File: config.mk
export PLATFORM = sky130hd
export DESIGN_NAME = inactivity_watchdog
export DESIGN_NICKNAME = d
export VERILOG_FILES = /design/src/rtl/inactivity_watchdog.sv
export SDC_FILE = /design/constraint.sdc
export NUM_CORES = 1
export LEC_CHECK = 0
export BUFFER_PORTS_ARGS = -buffer_cell sky130_fd_sc_hd__buf_2
export CELL_PAD_IN_SITES_DETAIL_PLACEMENT = 2
export CELL_PAD_IN_SITES_GLOBAL_PLACEMENT = 2
export CORE_UTILIZATION = 39
export DETAILED_ROUTE_END_ITERATION = 10
export PLACE_DENSITY_LB_ADDON = 0.1
export SLEW_MARGIN = 25
export SYNTH_ARGS = -nofsm -noshare
export SYNTH_HDL_FRONTEND = slang
export SYNTH_SLANG_ARGS = --single-unit
File: constraint.sdc
create_clock -name i_clk_in -period 3.93 [get_ports i_clk_in]
set_input_delay 0.393 -clock i_clk_in [delete_from_list [all_inputs] [get_ports i_clk_in]]
set_output_delay 0.393 -clock i_clk_in [all_outputs]
set_load 0.05 [all_outputs]
File: src/rtl/inactivity_watchdog.sv
// Inactivity watchdog: prescaled tick timebase, button/kick idle counter, warning and
// fixed-width timeout reset pulse. Define WDT_DEBOUNCE_EN to debounce the synchronised buttons.
module inactivity_watchdog #(
  parameter int unsigned CLK_HZ     = 4000000,
  parameter int unsigned TICK_HZ    = 1,
  parameter int unsigned N_BTN      = 3,
  parameter int unsigned TIMEOUT_S  = 10,
  parameter int unsigned WARN_S     = 2,
  parameter int unsigned RST_CYCLES = 4,
  parameter int unsigned DEB_CYCLES = 8
) (
  input  logic                           i_clk_in,
  input  logic                           i_reset_n,
  input  logic                           i_enable,
  input  logic [N_BTN-1:0]               i_btn,
  input  logic                           i_kick,
  output logic                           o_tick,
  output logic                           o_tick_sq,
  output logic [$clog2(TIMEOUT_S+1)-1:0] o_sec_cnt,
  output logic                           o_warn,
  output logic                           o_rst_out,
  output logic [7:0]                     o_expire_cnt
);

  localparam int unsigned DIV = CLK_HZ / TICK_HZ;
  localparam int unsigned PW  = (DIV > 1) ? $clog2(DIV) : 1;
  localparam int unsigned SW  = $clog2(TIMEOUT_S + 1);
  localparam int unsigned FW  = (RST_CYCLES > 1) ? $clog2(RST_CYCLES) : 1;

  typedef enum logic [1:0] {StRun, StWarn, StFire} state_e;

  logic [PW-1:0]    r_pcnt, w_pcnt_d;
  logic             r_tick_sq, w_tick;
  logic [N_BTN-1:0] r_sync1, r_sync2, w_btn_act;
  logic             w_activity;
  state_e           r_state, w_state_d;
  logic [SW-1:0]    r_sec, w_sec_d, w_sec_inc;
  logic [FW-1:0]    r_fire, w_fire_d;
  logic             r_rst_out, w_rst_d, r_warn;
  logic [7:0]       r_exp, w_exp_d;

  // Free-running prescaler; never realigned by activity.
  assign w_tick   = (r_pcnt == PW'(DIV - 1));
  assign w_pcnt_d = w_tick ? '0 : r_pcnt + 1'b1;

  always_ff @(posedge i_clk_in or negedge i_reset_n) begin
    if (!i_reset_n) begin
      r_pcnt    <= '0;
      r_tick_sq <= 1'b0;
      r_sync1   <= '0;
      r_sync2   <= '0;
    end else begin
      r_pcnt    <= w_pcnt_d;
      r_tick_sq <= (w_pcnt_d >= PW'(DIV / 2));
      r_sync1   <= i_btn;
      r_sync2   <= r_sync1;
    end
  end

`ifdef WDT_DEBOUNCE_EN
  localparam int unsigned DW = (DEB_CYCLES > 1) ? $clog2(DEB_CYCLES) : 1;
  logic [N_BTN-1:0]         r_deb;
  logic [N_BTN-1:0][DW-1:0] r_deb_cnt;

  // Debounced bit follows the synchroniser only after DEB_CYCLES consecutive differing cycles.
  always_ff @(posedge i_clk_in or negedge i_reset_n) begin
    if (!i_reset_n) begin
      r_deb     <= '0;
      r_deb_cnt <= '0;
    end else begin
      for (int i = 0; i < int'(N_BTN); i++) begin
        if (r_sync2[i] != r_deb[i]) begin
          if (r_deb_cnt[i] == DW'(DEB_CYCLES - 1)) begin
            r_deb[i]     <= r_sync2[i];
            r_deb_cnt[i] <= '0;
          end else begin
            r_deb_cnt[i] <= r_deb_cnt[i] + 1'b1;
          end
        end else begin
          r_deb_cnt[i] <= '0;
        end
      end
    end
  end

  assign w_btn_act = r_deb;
`else
  assign w_btn_act = r_sync2;
`endif

  assign w_activity = (|w_btn_act) | i_kick;
  assign w_sec_inc  = r_sec + 1'b1;

  always_comb begin
    w_state_d = r_state;
    w_sec_d   = r_sec;
    w_fire_d  = r_fire;
    w_rst_d   = r_rst_out;
    w_exp_d   = r_exp;
    unique case (r_state)
      StRun, StWarn: begin
        if (!i_enable || w_activity) begin
          w_sec_d   = '0;
          w_state_d = StRun;
        end else if (w_tick) begin
          if (r_sec == SW'(TIMEOUT_S - 1)) begin
            w_state_d = StFire;
            w_sec_d   = '0;
            w_fire_d  = '0;
            w_rst_d   = 1'b1;
            w_exp_d   = (r_exp == 8'hFF) ? r_exp : r_exp + 8'd1;
          end else begin
            w_sec_d   = w_sec_inc;
            w_state_d = (w_sec_inc >= SW'(TIMEOUT_S - WARN_S)) ? StWarn : StRun;
          end
        end
      end
      StFire: begin
        // Pulse always runs to completion regardless of enable, ticks or activity.
        if (r_fire == FW'(RST_CYCLES - 1)) begin
          w_state_d = StRun;
          w_rst_d   = 1'b0;
          w_fire_d  = '0;
        end else begin
          w_fire_d = r_fire + 1'b1;
        end
      end
      default: begin
        w_state_d = StRun;
        w_sec_d   = '0;
        w_rst_d   = 1'b0;
      end
    endcase
  end

  always_ff @(posedge i_clk_in or negedge i_reset_n) begin
    if (!i_reset_n) begin
      r_state   <= StRun;
      r_sec     <= '0;
      r_fire    <= '0;
      r_rst_out <= 1'b0;
      r_warn    <= 1'b0;
      r_exp     <= '0;
    end else begin
      r_state   <= w_state_d;
      r_sec     <= w_sec_d;
      r_fire    <= w_fire_d;
      r_rst_out <= w_rst_d;
      r_warn    <= (w_state_d == StWarn);
      r_exp     <= w_exp_d;
    end
  end

  assign o_tick       = w_tick;
  assign o_tick_sq    = r_tick_sq;
  assign o_sec_cnt    = r_sec;
  assign o_warn       = r_warn;
  assign o_rst_out    = r_rst_out;
  assign o_expire_cnt = r_exp;

endmodule
## After elaboration in Yosys (flattened, before gate mapping)

Cells that the tools add are included.
Widths: inputs -> output; s select.

| operators by class | value |
|---|---|
| $add $sub $neg | 4 |
| $lt $le $gt $ge | 2 |
| equal/unequal tests | 12 |
| multiplexer cells | 21 |
| bitwise operators | 4 |
| reductions and logical operators | 10 |

Operator list:

| cell | count |
|---|---|
| $add 22x1->22 const B | 1 |
| $eq 22x22->1 const B | 1 |
| $ge 22x21->1 const B | 1 |
| $mux 22 | 1 |
| $mux 2 | 8 |
| $mux 4 | 3 |
| $add 8x1->8 const B | 1 |
| $eq 8x8->1 const B | 1 |
| $ne 2x2->1 const B | 4 |
| $pmux 2 s2 | 2 |
| $pmux 4 s2 | 1 |
| $reduce_and 4->1 | 2 |
| $mux 1 | 5 |
| $reduce_and 5->1 | 1 |
| $add 4x1->4 const B | 1 |
| $eq 2x1->1 const B | 2 |
| $eq 2x2->1 const B | 2 |
| $eq 4x4->1 const B | 1 |
| $ge 4x4->1 const B | 1 |
| $ne 3x3->1 const B | 1 |
| $not 1->1 | 3 |
| $reduce_or 3->1 | 1 |
| $add 2x1->2 const B | 1 |
| $logic_not 2->1 | 1 |
| other kinds (7) | 7 |

| word-level totals | value |
|---|---|
| register bits after elaboration | 47 |
| input port bits | 7 |
| output and inout port bits | 16 |
| logic and storage cells | 63 |

## Longest topological paths before layout

Gate-level depths: netlist of run 1.

| depth | value |
|---|---|
| depth in word-level cells | 8 |
| gate-level depth with buffers | 8 |
| mapped depth without buffers | 8 |

## Worst setup path after synthesis of run 1

OpenSTA, ideal clock, no wires.

| timing | value |
|---|---|
| kind | register to output |
| start point | register r_pcnt[13] |
| end point | output o_tick |
| data arrival time | 2.031 ns |
| required time | 3.537 ns |
| slack | 1.506 ns |
| cell stages (with the launch flop) | 6 |
| path buffers | 2 |
| cell sequence | dfrtp_1 clkbuf_1 nor4b_1 nand4_1 nor2_2 clkbuf_1 |

| between the ends | value |
|---|---|
| word-level cells in the longest chain between the ends | 1 |

RTL lines:

| element | line | text |
|---|---|---|
| start: declaration | 32 | `logic [PW-1:0] r_pcnt, w_pcnt_d;` |
| start signal: assignment | 53 | `r_pcnt <= w_pcnt_d;` |
| $eq 22x22->1 | 43 | `assign w_tick = (r_pcnt == PW'(DIV - 1));` |
| end: declaration | 17 | `output logic o_tick,` |

Every way passes these cells.

## Worst setup path in the final report of run 1

Same ends and word-level chain as after synthesis.

==> results of run 1 <==
==> state kept, by name, summed over array words and instances (netlist names) <==
register and flops:
o_expire_cnt 8, o_rst_out 1, o_sec_cnt 4, o_tick_sq 1, o_warn 1, r_fire 2
r_pcnt 22, r_state 2, r_sync1 3, r_sync2 3
==> where the power goes <==
group          total (mW)  internal, mW  leakage [nW]  switching, mW
logic              0.0155       0.00341         0.509         0.0121
registers           0.488         0.486         0.628        0.00121
clock network       0.301         0.128        0.0485          0.173
total               0.804         0.617          1.19          0.186
==> cell usage after synthesis, types with 4 or more instances <==
library cell / instances / area, um2
a21oi_1: 5 / 25.02
and4_1: 6 / 52.55
buf_2: 6 / 30.03
dfrtp_1: 47 / 1176
ha_1: 5 / 62.56
inv_1: 4 / 15.01
nand2_1: 20 / 75.07
nand3_1: 14 / 70.07
nand4_1: 10 / 62.56
nor2_1: 20 / 75.07
nor3_1: 4 / 20.02
nor4b_1: 4 / 35.03
o21ai_0: 5 / 25.02
o31ai_1: 6 / 45.04
xnor2_1: 18 / 157.7
xor2_1: 9 / 78.83
==> per-stage QoR <==
step           util, %  hold slack, ns  instance area [um2]  power [mW]
2_1_floorplan        -         0.09741                 2499      0.4996
3_5_place_dp     43.33          0.3379                 2626      0.5138
4_1_cts          44.84         0.09890                 2718      0.8236
6_report         44.94         0.07901                 2724      0.8037
3_3_place_gp     43.29          0.3332                 2624      0.5131
5_1_grt          44.94          0.1217                 2724      0.8431
==> worst register-to-register path: stages (launching register included) <==
cell and delay, ns:
dfrtp_1 0.42, ha_1 0.25, and3_1 0.33, nand2_2 0.17, nor4_4 0.48, nand4_2 0.20
nor3_2 0.20, xor2_1 0.19
==> kinds of logic after synthesis <==
family,count (synthesis),share of synthesized area (%)
AOI/OAI and AO/OA,34,9.614
and+or+nand+nor,108,26.29
xor gates and xnor gates,27,9.464
DFF,47,47.07
buffers and inverters,19,4.206
adders and majority gates,5,2.504
muxes,2,0.8513
==> final cells by class <==
cell class | count | area (um2) | area share [%]
Clock buffer | 5 | 68.82 | 2.526
Timing Repair Buffer | 23 | 120.1 | 4.410
Tap cell | 75 | 93.84 | 3.445
Multi-Input combinational cell | 176 | 1224 | 44.92
Inverter | 5 | 18.77 | 0.6890
Clock inverter | 3 | 22.52 | 0.8268
Sequential cell | 47 | 1176 | 43.18
==> routing by layer <==
layer	share of wire, %	vias up	global-route usage [%]
met5	0	-	0
met4	1.3	0	6.316
met3	1.9	5	3.000
met2	48	17	31.98
met1	48	944	26.67
li1	-	903	-
==> path summary, 6_finish.rpt <==
kind | endpoint | slack [ns] | cells past startpoint | start
worst max register to register | o_expire_cnt[7]$_DFFE_PN0P_ | 1.61 | 7 | r_pcnt[0]$_DFF_PN0_
max in group asynchronous | r_pcnt[5]$_DFF_PN0_ | 3.44 | 1 | i_reset_n
worst min-delay path | o_expire_cnt[2]$_DFFE_PN0P_ | 0.08 | 1 | i_reset_n
worst min register to register | r_sync2[0]$_DFF_PN0_ | 0.36 | 0 | r_sync1[0]$_DFF_PN0_
min in group i_clk_in | r_sync1[1]$_DFF_PN0_ | 0.19 | 1 | i_btn[1]
worst max-delay path | o_tick | 1.32 | 5 | r_pcnt[13]$_DFF_PN0_
==> run metrics, run 1 <==
CP top delay family simple AND/OR/NAND/NOR gates; Final ANT Viol Nets 0; Final setup viols 0; worst endpoint data arrival time 2.22 ns; vias per inst 5.596; hpwl dp slightly above 4000 um; vias in the first global route 1939; min cycle time layout between 2 and 3 ns; IO Port Bufs 22; min-delay worst type in -> async; hold-fix buffers at CTS 0; Primary FF master, synth dfrtp_1; CTS resizes 0; cts bufs inserted 5; H-tree Lvls 2; Max-cap violations 0; Post-Syn Nets approximately 250; CTS tree yes; number of post-CTS setup repair buffers 0; Post-synth EDFFs 0; average wire per standard cell 17.25 um; GR Overflow Total 0; outcome complete, no violations; Max-slew headroom 58.22%; first-pass GRT wire length 9873 um; pwr/cell area 295.1 nW/um2; Place WS between 1 and 1.5 ns; initial DRC count 69; Synth Area per Inst 10.32 um2; FF+latch count, synth 47; die outline width 82.04 um; post-synthesis sequential area ratio roughly 47%; Area Growth Syn to Fin 9.013%; Residual DRC 0; RePlAce Congestion 0.7421; # rows 28; Root Driver clkbuf_8; placed cells 326; Routed WL 5760 um; most frequent cells in the layout dfrtp_1 (47), buf_2 (21), nor2_1 (20), nand2_1 (20), xnor2_1 (18); n_diodes 0; Worst path max stage delay 0.55 ns; Worst EP required 3.54 ns; initial antenna violation count 0; RSZ-0062 raised after global routing no; Final WS setup 1.320 ns; Layout Nets 270; Initial Util between 40% and 50%; startpoint types flip-flop; Async SR Flop Fraction 100.0%; Slowest-stage cell, CP dfrtp_1; worst skew pair latency 0.31 ns; Worst-path clk slew 0.10 ns; # fillers 663; CP bufs+invs 2; TritonRoute pass-1 iters 4; # clock sinks 47; peak supply drop 0.0002230 V; Post-Synthesis Cells 242; Worst-Margin Slew 0.6216 ns; Layout Cells excl Fill 334; skew final 0.01179 ns; synthesized cell area 2499 um2; final hold violations 0; Longest Clk Path Bufs 2; max frequency 0.3831 GHz; die area 6731 um2; Die Y-Extent ~82 um; P_leak 1.186 nW; GRT Total Usage 19.69%; setup_tns 0 ns; io pins 23; YS warnings 0; commonest non-fill, non-tap cell in the layout dfrtp_1; period utilization 66.42%; core area just over 6000 um2; Worst Path Max Fanout 17; share of cells above drive strength 1 17.37%; WS Path Type reg -> out; CP endpoint kind output port; post-synth cell types 53; cell breakdown of the critical path nor4b_1 -> nand4_1 -> nor2_2 -> buf_4 -> buf_2; Vias 1869; largest net degree at the start of global routing 48; Pins Over Slew Limit 0
(Power assumes the default switching activity.)
==> run 2, diff against run 1 <==
--- a/config.mk
+++ b/config.mk
@@ -5,10 +5,11 @@
 export SDC_FILE = /design/constraint.sdc
 export NUM_CORES = 1
 export LEC_CHECK = 0
+export ABC_AREA = 1
 export BUFFER_PORTS_ARGS = -buffer_cell sky130_fd_sc_hd__buf_2
 export CELL_PAD_IN_SITES_DETAIL_PLACEMENT = 2
 export CELL_PAD_IN_SITES_GLOBAL_PLACEMENT = 2
-export CORE_UTILIZATION = 39
+export CORE_UTILIZATION = 32
 export DETAILED_ROUTE_END_ITERATION = 10
 export PLACE_DENSITY_LB_ADDON = 0.1
 export SLEW_MARGIN = 25
==> constraint.sdc (replaced) <==
create_clock -name i_clk_in -period 2.2 [get_ports i_clk_in]
set_input_delay 0.22 -clock i_clk_in [delete_from_list [all_inputs] [get_ports i_clk_in]]
set_output_delay 0.22 -clock i_clk_in [all_outputs]
set_load 0.05 [all_outputs]
==> run metrics, run 2 <==
outcome complete, no violations; setup_tns 0 ns (unchanged); Post-Synthesis Cells 331 (+37%); Area Growth Syn to Fin 15.25%; most frequent cells in the layout nand2_1 (87), inv_1 (51), dfrtp_1 (47), nor2_1 (42), nand3_1 (23); Slowest-stage cell, CP dfrtp_1; H-tree Lvls 2 (unchanged); largest net degree at the start of global routing 22 (-54%); Primary FF master, synth dfrtp_1; Layout Cells excl Fill 468 (+40%); Yosys top cell by area dfrtp_1; placed cells 460 (+41%); R2R Setup Slk 0.25 ns (-1.36 ns); RSZ-0062 raised after global routing no; CP top delay family simple AND/OR/NAND/NOR gates; Worst Path Max Fanout 8 (-9); Residual DRC 0 (unchanged); die area 8490 um2 (+26%); Max-slew headroom 64.83% (+6.6 points); Cells on Worst Hold Path 1; Post-synth top cells nand2_1 (87), inv_1 (51), dfrtp_1 (47); Synth Area per Inst 7.855 um2 (-24%); Biggest register r_pcnt; Layout Nets 378 (+40%); hpwl dp 5993 um (+45%); TritonRoute pass-1 iters 4 (unchanged); post-synthesis sequential area ratio 45.24% (-1.8 points); Longest Clk Path Bufs 2 (unchanged); final hold violations 0 (unchanged); P_leak 1.602 nW (+35%); CP endpoint kind output port; Async SR Flop Fraction 100.0% (unchanged); Worst-path clk slew 0.09 ns (about the same); GRT Total Usage 19.54% (-0.15 points); number of post-CTS setup repair buffers 0 (unchanged); # rows 32 (+14%); RR Endpoint o_expire_cnt[5]$_DFFE_PN0P_; initial antenna violation count 0 (unchanged); Worst EP required 1.98 ns (-1.56 ns); startpoint types flip-flop; CP bufs+invs 2 (unchanged); Max-cap violations 0 (unchanged); count leader, synth nand2_1; Vias 2280 (+22%); io pins 23 (unchanged); CTS tree yes; commonest non-fill, non-tap cell in the layout nand2_1; post-synth cell types 29 (-45%); max frequency between 0.4 and 0.5 GHz; initial DRC count 37 (-46%); R2R Path Start r_pcnt[0]$_DFF_PN0_; share of cells above drive strength 1 15.30% (-2.1 points); RePlAce Congestion 0.7493 (+0.97%); synthesized cell area 2600 um2 (+4.1%); Reg2Reg Depth 10 (+3); peak supply drop 0.0002208 V (-1.0%); min cycle time layout 2.072 ns; worst skew pair latency 0.29 ns (-0.02 ns); FF+latch count, synth 47 (unchanged); Final ANT Viol Nets 0 (unchanged); Initial Util 33.30% (-7.9 points); die outline width 92.14 um (+12%); Hold Startpoint i_btn[1]; Root Driver clkbuf_8; Worst-Margin Slew 0.5276 ns (-0.09396 ns); GR Overflow Total 0 (unchanged); Die Y-Extent 92.14 um (+12%); Final setup viols 0 (unchanged); # clock sinks 47 (unchanged); # fillers 951 (+43%); pwr/cell area 511.1 nW/um2 (+73%); Post-Syn Nets 343 (+35%); average wire per standard cell 15.88 um (-7.9%); min-delay worst type in -> reg; WS Path Type reg -> out; Largest register FFs 22 (unchanged); Post-synth EDFFs 0 (unchanged); cts bufs inserted 5 (unchanged); Routed WL 7433 um (+29%); IO Port Bufs 22 (unchanged); vias per inst 4.872 (-13%); cell breakdown of the critical path ha_2 -> nand3_2 -> nor2_8 -> nand3_4 -> clkinv_2 -> clkbuf_4; n_diodes 0 (unchanged); core area 7807 um2 (+29%); YS warnings 0 (unchanged); skew final 0.005619 ns (-0.006175 ns); vias in the first global route 2512 (+30%); Worst path max stage delay 0.40 ns (-0.15 ns); worst endpoint data arrival time 1.85 ns (-0.37 ns); Pins Over Slew Limit 0 (unchanged); period utilization 94.17%; top area cells in the synthesized netlist dfrtp_1 (45%), nand2_1 (13%), inv_1 (7.4%); Yosys top cell area share 45.24% (-1.8 points); first-pass GRT wire length 12720 um (+29%); Worst Hold End r_sync1[1]$_DFF_PN0_
-- run 2: logic make-up (layout without fill, tap and decap cells) --
| logic type | Yosys count | in the layout | share of synthesized area [%] |
|---|---|---|---|
| flops | 47 | 47 | 45.24 |
| simple gates | 193 | 193 | 35.13 |
| mux | 1 | 1 | 0.3850 |
| fa+ha+maj | 5 | 5 | 2.406 |
| buf+inv | 53 | 88 | 7.699 |
| xor+xnor | 15 | 15 | 5.342 |
| compound gates | 17 | 17 | 3.802 |
-- run 2: per-stage QoR --
stage | power, mW | area, um2 | setup slack [ns] | hold WS, ns | utilization [%]
5_1_grt | 1.599 | 2997 | 0.003205 | 0.01079 | 38.38
3_5_place_dp | 0.9223 | 2875 | 0.2195 | 0.2364 | 36.83
4_1_cts | 1.560 | 2992 | 0.008644 | 0.01476 | 38.32
6_report | 1.532 | 2997 | 0.1283 | 0.02765 | 38.38
2_1_floorplan | 0.8928 | 2600 | 0.2630 | -0.07559 | -
3_3_place_gp | 0.9208 | 2875 | 0.2755 | 0.2323 | 36.83
-- run 2: timing repair --
action | CTS | global route
gates resized for setup | 0 | 2
endpoints found under the hold margin | 19 | 0
hold buffers | 1 | 0
setup endpoints to repair | 0 | 1
-- run 2: worst max path at each step --
stage | start | end | slack, ns | cells after the start
global placement | r_pcnt[0]$_DFF_PN0_ | o_tick_sq$_DFF_PN0_ | 0.28 | 12
CTS | r_pcnt[0]$_DFF_PN0_ | o_tick | 0.009 | 6
finish | r_pcnt[0]$_DFF_PN0_ | o_tick | 0.13 | 6
floorplan | o_expire_cnt[0]$_DFFE_PN0P_ | o_expire_cnt[3]$_DFFE_PN0P_ | 0.26 | 7
detailed placement | r_pcnt[0]$_DFF_PN0_ | o_expire_cnt[5]$_DFFE_PN0P_ | 0.22 | 10
global route | r_pcnt[0]$_DFF_PN0_ | o_tick | 0.003 | 6
-- run 2: cell type report --
| cell class | count | area (um2) | share of cell area (%) |
|---|---|---|---|
| clock buffers | 5 | 68.82 | 2.296 |
| clock inverters | 2 | 37.54 | 1.253 |
| inverters | 53 | 200.2 | 6.681 |
| multi-input cells | 231 | 1226 | 40.92 |
| flip-flops and latches | 47 | 1176 | 39.25 |
| well taps | 102 | 127.6 | 4.259 |
| repair buffers | 28 | 160.2 | 5.344 |
-- run 2: layer usage --
metal  vias up  part of all wire, %  GRT usage [%]
li1       1100                    -              -
met3         5                  1.4          2.736
met1      1157                   45          23.57
met2        18                   53          36.69
met5         -                    0              0
met4         0                 0.71          3.906
-- run 2: worst reg2reg max path, delay by kind of cell (launching register included) --
family / cells / cell delay [ns]
adders and majority gates: 1 / 0.25
buffers and inverters: 1 / 0.11
DFF: 1 / 0.40
and+or+nand+nor: 8 / 1.09
-- run 2: power breakdown --
part	total [mW]	internal, mW	switching [mW]	leakage [nW]
Sequential	0.871	0.869	0.00188	0.628
Clock	0.628	0.333	0.295	0.0502
Combinational	0.0329	0.00891	0.0240	0.924
